[src/rtl/dcache_ctrl.sv]
// dcache_ctrl: direct-mapped write-through no-write-allocate data cache between MEM stage and SRAM controller
// Optional hit/miss counters are enabled with `define DCACHE_STATS_EN.
module dcache_ctrl #(
  parameter int ADDR_W  = 19,
  parameter int INDEX_W = 6
) (
  input  logic        clk,
  input  logic        rst,
  input  logic        mem_rd_en,
  input  logic        mem_wr_en,
  input  logic [31:0] mem_address,
  input  logic [31:0] mem_write_data,
  output logic [31:0] mem_read_data,
  output logic        mem_ready,
  output logic        sram_rd_en,
  output logic        sram_wr_en,
  output logic [31:0] sram_address,
  output logic [31:0] sram_write_data,
  input  logic [31:0] sram_read_data,
  input  logic        sram_ready
`ifdef DCACHE_STATS_EN
  ,
  output logic [31:0] hit_count,
  output logic [31:0] miss_count
`endif
);
  localparam int TAG_W = ADDR_W - 2 - INDEX_W;
  localparam int LINES = 1 << INDEX_W;
  typedef enum logic [1:0] {IDLE, RD_MISS, WR_THRU} state_t;
  state_t state_q, state_d;
  logic sram_rd_en_q, sram_rd_en_d, sram_wr_en_q, sram_wr_en_d;
  logic [31:0] sram_address_q, sram_address_d, sram_write_data_q, sram_write_data_d;
  logic [LINES-1:0] valid_q, valid_d;
  logic [TAG_W-1:0] tag_mem [LINES];
  logic [31:0] data_mem [LINES];
  logic [INDEX_W-1:0] idx, l_idx;
  logic [TAG_W-1:0] tag, l_tag;
  logic hit, l_hit, idle, rd_hit, rd_miss, done, fill, upd;
  logic unused_ok;
  assign unused_ok = ^mem_address[1:0];
  assign idx = mem_address[INDEX_W+1:2];
  assign tag = mem_address[ADDR_W-1:INDEX_W+2];
  // Fill and write-through update use the latched address, not the live request.
  assign l_idx = sram_address_q[INDEX_W+1:2];
  assign l_tag = sram_address_q[ADDR_W-1:INDEX_W+2];
  assign hit = valid_q[idx] && tag_mem[idx] == tag;
  assign l_hit = valid_q[l_idx] && tag_mem[l_idx] == l_tag;
  assign idle = state_q == IDLE;
  assign rd_hit = idle && !mem_wr_en && mem_rd_en && hit;
  assign rd_miss = idle && !mem_wr_en && mem_rd_en && !hit;
  assign done = !idle && sram_ready;
  assign fill = state_q == RD_MISS && sram_ready;
  assign upd = state_q == WR_THRU && sram_ready && l_hit;
  assign mem_ready = idle ? !mem_wr_en && !rd_miss : sram_ready;
  assign mem_read_data = rd_hit ? data_mem[idx] : fill ? sram_read_data : 32'd0;
  assign sram_rd_en = sram_rd_en_q;
  assign sram_wr_en = sram_wr_en_q;
  assign sram_address = sram_address_q;
  assign sram_write_data = sram_write_data_q;
  always_comb begin
    state_d = state_q;
    sram_rd_en_d = sram_rd_en_q;
    sram_wr_en_d = sram_wr_en_q;
    sram_address_d = sram_address_q;
    sram_write_data_d = sram_write_data_q;
    valid_d = valid_q;
    if (fill) valid_d[l_idx] = 1'b1;
    if (idle && mem_wr_en) begin
      state_d = WR_THRU;
      sram_wr_en_d = 1'b1;
      sram_address_d = {mem_address[31:2], 2'b00};
      sram_write_data_d = mem_write_data;
    end else if (rd_miss) begin
      state_d = RD_MISS;
      sram_rd_en_d = 1'b1;
      sram_address_d = {mem_address[31:2], 2'b00};
    end else if (done) begin
      state_d = IDLE;
      sram_rd_en_d = 1'b0;
      sram_wr_en_d = 1'b0;
    end
  end
  always_ff @(posedge clk) begin
    if (rst) begin
      state_q <= IDLE;
      sram_rd_en_q <= 1'b0;
      sram_wr_en_q <= 1'b0;
      sram_address_q <= 32'd0;
      sram_write_data_q <= 32'd0;
      valid_q <= '0;
    end else begin
      state_q <= state_d;
      sram_rd_en_q <= sram_rd_en_d;
      sram_wr_en_q <= sram_wr_en_d;
      sram_address_q <= sram_address_d;
      sram_write_data_q <= sram_write_data_d;
      valid_q <= valid_d;
    end
  end
  always_ff @(posedge clk) begin
    if (fill && !rst) begin
      tag_mem[l_idx] <= l_tag;
      data_mem[l_idx] <= sram_read_data;
    end else if (upd && !rst) begin
      data_mem[l_idx] <= sram_write_data_q;
    end
  end
`ifdef DCACHE_STATS_EN
  logic [31:0] hit_count_q, hit_count_d, miss_count_q, miss_count_d;
  assign hit_count = hit_count_q;
  assign miss_count = miss_count_q;
  always_comb begin
    hit_count_d = (rd_hit && ~&hit_count_q) ? hit_count_q + 32'd1 : hit_count_q;
    miss_count_d = (rd_miss && ~&miss_count_q) ? miss_count_q + 32'd1 : miss_count_q;
  end
  always_ff @(posedge clk) begin
    if (rst) begin
      hit_count_q <= 32'd0;
      miss_count_q <= 32'd0;
    end else begin
      hit_count_q <= hit_count_d;
      miss_count_q <= miss_count_d;
    end
  end
`endif
endmodule

[config.mk]
export PLATFORM = sky130hd
export DESIGN_NAME = dcache_ctrl
export DESIGN_NICKNAME = d
export VERILOG_FILES = /design/src/rtl/dcache_ctrl.sv
export SDC_FILE = /design/constraint.sdc
export NUM_CORES = 2
export LEC_CHECK = 0
export BUFFER_PORTS_ARGS = -buffer_cell sky130_fd_sc_hd__buf_2
export CAP_MARGIN = 20
export CORE_MARGIN = 2
export CORE_UTILIZATION = 40
export CTS_CLUSTER_DIAMETER = 100
export DETAILED_ROUTE_END_ITERATION = 10
export PLACE_DENSITY_LB_ADDON = 0.25
export SLEW_MARGIN = 25
export SYNTH_ARGS = -nofsm -noshare
export SYNTH_HDL_FRONTEND = slang
export SYNTH_SLANG_ARGS = --single-unit
[constraint.sdc]
create_clock -name clk -period 7.45 [get_ports clk]
set_input_delay 0.745 -clock clk [delete_from_list [all_inputs] [get_ports clk]]
set_output_delay 0.745 -clock clk [all_outputs]
set_load 0.01 [all_outputs]
After elaboration in Yosys (flattened, before gate mapping):

Memories as Yosys holds them, arrays and structs flattened. A register that Yosys moved wholly into a read port is not among the register bits.
Index checks and enable logic that the tools add are counted.

* reduce and logical (&&, ||, !) cells: 28
* shift-type cells: 0
* $mul: 0
* muxes and demuxes: 26
* magnitude comparators: 3
* divide/modulo/power cells: 0
* add/sub/neg operators: 0
* bitwise gates (word level): 3
* equality and inequality tests: 5

Operators with widths (number)
* $mux W32: 5
* $or A64 B64 Y64: 1
* $eq A11 B11 Y1: 2
* $logic_and A1 B1 Y1: 15
* $lt A6 B7 Y1 const B: 2
* $mux W1: 13
* $bmux W1 S6: 2
* $mux W6: 2
* $demux W1 S6: 1
* $ge A6 B1 Y1 const B: 1
* $mux W2: 3
* $reduce_bool A2 Y1: 3
* $logic_not A1 Y1: 5
* $reduce_and A2 Y1: 2
* $reduce_bool A3 Y1: 1
* $eq A2 B1 Y1 const B: 1
* $eq A2 B2 Y1 const B: 1
* $logic_not A2 Y1: 1
* $ne A2 B1 Y1 const B: 1
* $reduce_or A2 Y1: 1
* $not A1 Y1: 1
* $or A1 B1 Y1: 1

* memories: 2
* input bits: 101
* memory bits (read-only): 0
* bits in registers: 130
* memory bits (writable): 2752
* output and inout port bits: 99
* bits in latches: 0

Memories
* data_mem: words 64, width 32, read ports 1, clocked after memory_dff 0, write ports 1, RTL line 35 `logic [31:0] data_mem [LINES];`
* tag_mem: words 64, width 11, read ports 2, clocked after memory_dff 1, write ports 1, RTL line 34 `logic [TAG_W-1:0] tag_mem [LINES];`

Depth between registers and ports, before layout:

* depth after elaboration: 9
* gate-level depth with buffers: 18
* gate-level depth less buffers: 10

Least setup slack after synthesis:

OpenSTA, ideal clock, no wires.

* path kind: register -> register
* start: reg (tool-made name)
* end: mem data_mem[35][0] (enable)
* data arrival time: 5.958 ns
* period minus slack after synthesis: 6.419 ns
* path buffers: 6
* cell stages (with the launch flop): 16
* required time: 6.989 ns
* path slack: 1.031 ns
* cell sequence: dfxtp_1 -> clkbuf_1 -> buf_4 -> buf_4 -> buf_2 -> buf_2 -> mux4_2 -> mux4_2 -> xnor2_1 -> o32ai_1 -> a31oi_1 -> nand4_1 -> nor4_4 -> nor2_2 -> clkbuf_1 -> nor3_1

RTL lines (RTL line)
* end, declared: 35

Worst setup path after layout:

* start: in mem_address[2]
* end: out mem_read_data[28]

* cells in the longest elaborated chain, start to end: 5
* elaborated cells on any way between the ends: 8
* classes of those cells: eq/ne: 1; mux: 3; reduce/logical: 2; memory: 2

Ends and longest elaborated chain
* start, declared: RTL line 11 `input logic [31:0] mem_address,`
* $mem_v2 Z64 W11 or $bmux W1 S6 (tied branches)
* $eq A11 B11 Y1 or $mux W1 (tied branches): RTL line 46 `assign hit = valid_q[idx] && tag_mem[idx] == tag;`
* $logic_and A1 B1 Y1: RTL line 46
* $logic_and A1 B1 Y1: RTL line 49 `assign rd_hit = idle && !mem_wr_en && mem_rd_en && hit;`
* $mux W32 *: RTL line 55 `assign mem_read_data = rd_hit ? data_mem[idx] : fill ? sram_read_data : 32'd0;`
* end, declared: RTL line 13 `output logic [31:0] mem_read_data,`

Every way passes the cells marked *; elsewhere a longest branch is shown, timed or not. The select of a mux whose other input is x is not followed.

==> key figures <==
Status
  • Status: completed

Synth
  • Synthesis-stage register bit count: 2888
  • Synth Warn #: 0
  • Sequential element share of the synthesized area: 0.725
  • Cells after synthesis: 5445
  • Post-synth EDFFs: 2752
  • Synth async-reset ratio: 0
  • Top FF cell, synth: edfxtp_1
  • Syn Std Cell Area: 118000 µm²
  • Syn avg cell area: 21.6 µm²
  • Distinct cells, synth: 72

Clock network
  • CTS buffer count: 312
  • Clk_lat worst skew: 930 ps
  • Clock slew at reported path FFs: 60 ps
  • Clock buffer depth: 4
  • Root buffer cell: clkbuf_16
  • Number of gates resized after CTS: 0
  • CTS tree: built
  • H-tree levels: 5
  • # clock sinks: 2888

Timing
  • WHS: 88.3 ps
  • Fin. max-slew vios: 0
  • RSZ-0062 raised after global routing: no
  • Clock skew: 84.8 ps
  • Period utilization: 0.904
  • Post-route setup TNS: 0 ps
  • Relative slew margins: 0.268
  • Worst-Margin Slew: 1100 ps
  • # setup viols final: 0
  • Final worst slack: 717 ps
  • Period minus WS final: 6730 ps
  • Fmax: 0.149 GHz
  • Hold Fails Final Rpt: 0

Place
  • GPL Wtd Cong: 0.895
  • Post-DP HPWL: 201 mm
  • # port buffers: 195
  • Inst Count DP: 9484
  • Dpl ws: 737 ps

GRT
  • GRT Residual Overflow: 0
  • GRT Total Usage: 0.230
  • Busiest grt layer: met2
  • Vias in the first global route: 61151
  • First-pass GRT wire length: 486 mm
  • Met1 usage: 0.312
  • Met3 usage: 0.0340
  • Initial antenna violation count: 5
  • Pin count of the biggest net entering global routing: 108
  • M2 GR Usage: 0.378

Detailed routing
  • Via density: 6.07
  • Initial drt markers: 8115
  • Wire per inst: 34.7 µm
  • Pre-antenna DRT Iters: 8
  • Post-route antenna net violation count: 0
  • DRC Markers: 0
  • Total number of vias: 61038
  • Drt total wl: 349 mm

Finish
  • Layout Cells excl Fill: 10063
  • Fraction of layout cells with a size suffix above 1: 0.349
  • Most common cell after layout, fill and taps aside: edfxtp_1
  • Layout filler cell count: 24461
  • Layout net count: 5990
  • Layout area overhead: 14.8%
  • Commonest cells after routing, fill and taps aside: edfxtp_1 (2752), mux4_2 (1039), clkbuf_16 (318), buf_4 (262), buf_2 (188)

Power and ir drop
  • Pwr Total: 0.0354 W
  • LEAKAGE: 42.1 nW
  • VDD IR max: 162 µV
  • Power Density: 262 nW/µm²

Floorplanning
  • Row count: 199
  • Die height: 547 µm
  • IO Pins: 200
  • CORE AREA: 293000 µm²
  • Die ar.: 299000 µm²
  • Die X: 547 µm
  • Initial cell density of the core: 0.401

Worst setup path
  • Startpoint class of the critical path: input port
  • Crit path DAT: 5990 ps
  • WP data required: 6700 ps
  • WS Path Type: in -> out
  • Crit end category: output pin
  • CP max FO: 89

Worst hold path
  • Hold Path Class: in -> reg

Flow run
  • Maxcap violations: 0
[state kept, by name, summed over array words and instances (netlist names), named ones only]
name / cells
sram_wr_en: 1
state_q: 2
tag_mem: 704
sram_write_data: 32
sram_address: 30
data_mem: 2048
sram_rd_en: 1
valid_q: 64
[final cells by class]
| type | instances | area [µm²] | area share |
|---|---|---|---|
| clock buffers | 400 | 8340 | 0.0617 |
| multi-input cells | 2115 | 30900 | 0.229 |
| well taps | 3919 | 4900 | 0.0363 |
| flip-flops and latches | 2888 | 85400 | 0.632 |
| clock inverters | 165 | 1570 | 0.0116 |
| repair buffers | 502 | 3830 | 0.0284 |
| diodes | 4 | 10.0 | 0.0000740 |
| inverters | 70 | 263 | 0.00194 |
[cells by family after synthesis]
| family | synth area share |
|---|---|
| other | 0.0000318 |
| xor gates and xnor gates | 0.00141 |
| and+or+nand+nor | 0.0229 |
| DFF | 0.725 |
| AOI/OAI and AO/OA | 0.0187 |
| buffers and inverters | 0.0165 |
| muxes | 0.216 |
[stage by stage]
| step | util | area, µm² |
|---|---|---|
| after floorplan | - | 118000 |
| after global placement | 0.427 | 125000 |
| after detailed placement | 0.427 | 125000 |
| after CTS | 0.461 | 135000 |
| after global routing | 0.461 | 135000 |
| final | 0.461 | 135000 |
[worst max-delay path, stage by stage]
cell and delay (ps):
buf_12 530, buf_4 410, mux4_2 530, nand3_1 100, nand4_1 350, nor4b_2 460
xor2_1 180, o21ai_0 110, or4_1 830, buf_4 280, or3_1 470, nor2_4 140
buf_12 190, a22o_1 270, buf_2 160
[worst paths after layout]
| path | start | to | slack, ps | depth (start not counted) |
|---|---|---|---|---|
| worst max-delay path | mem_address[2] | mem_read_data[28] | 720 | 15 |
| worst min-delay path | mem_write_data[18] | sram_write_data[18] | 90 | 3 |
| worst max register to register | flop | data_mem[8][13] | 1320 | 12 |
| worst min register to register | sram_write_data[6] | sram_write_data[6] | 470 | 2 |
[synth_stat cells, types with 12 or more instances]
cell type	number	area, µm²
buf_4	18	135
nor2b_1	18	113
buf_1	20	75.1
mux2i_1	140	1400
dfxtp_1	136	2720
clkbuf_1	221	830
nand3b_1	14	105
o21ai_0	34	170
mux2_2	52	586
inv_1	68	255
edfxtp_1	2752	82600
a21oi_1	60	300
nor2_1	105	394
buf_6	12	135
nand2b_1	74	463
nor3_1	71	355
nand4_1	14	87.6
buf_2	102	510
a22oi_1	54	405
nand3_1	43	215
o22ai_1	80	500
mux4_2	1039	23400
nand2_1	147	552
a22o_1	29	254
[routing by layer]
metal | up-vias | routed length [µm]
met2 | 2796 | 172000
met5 | - | 7
met4 | 2 | 14700
met1 | 33533 | 137000
met3 | 580 | 25300
li1 | 24127 | -
[power breakdown]
group | switching [W] | total (W) | internal [W]
combinational | 0.00138 | 0.00229 | 0.000914
clock | 0.00647 | 0.0152 | 0.00874
sequential | 0.0000657 | 0.0179 | 0.0178
[timing repair]
action / 4_1_cts / 5_1_grt
setup endpoints to repair: 0 / 0
hold endpoints to repair: 9 / 0
setup buffers: 0 / 0
hold buffers: 9 / 0
Power figures use the tool's default switching activity.
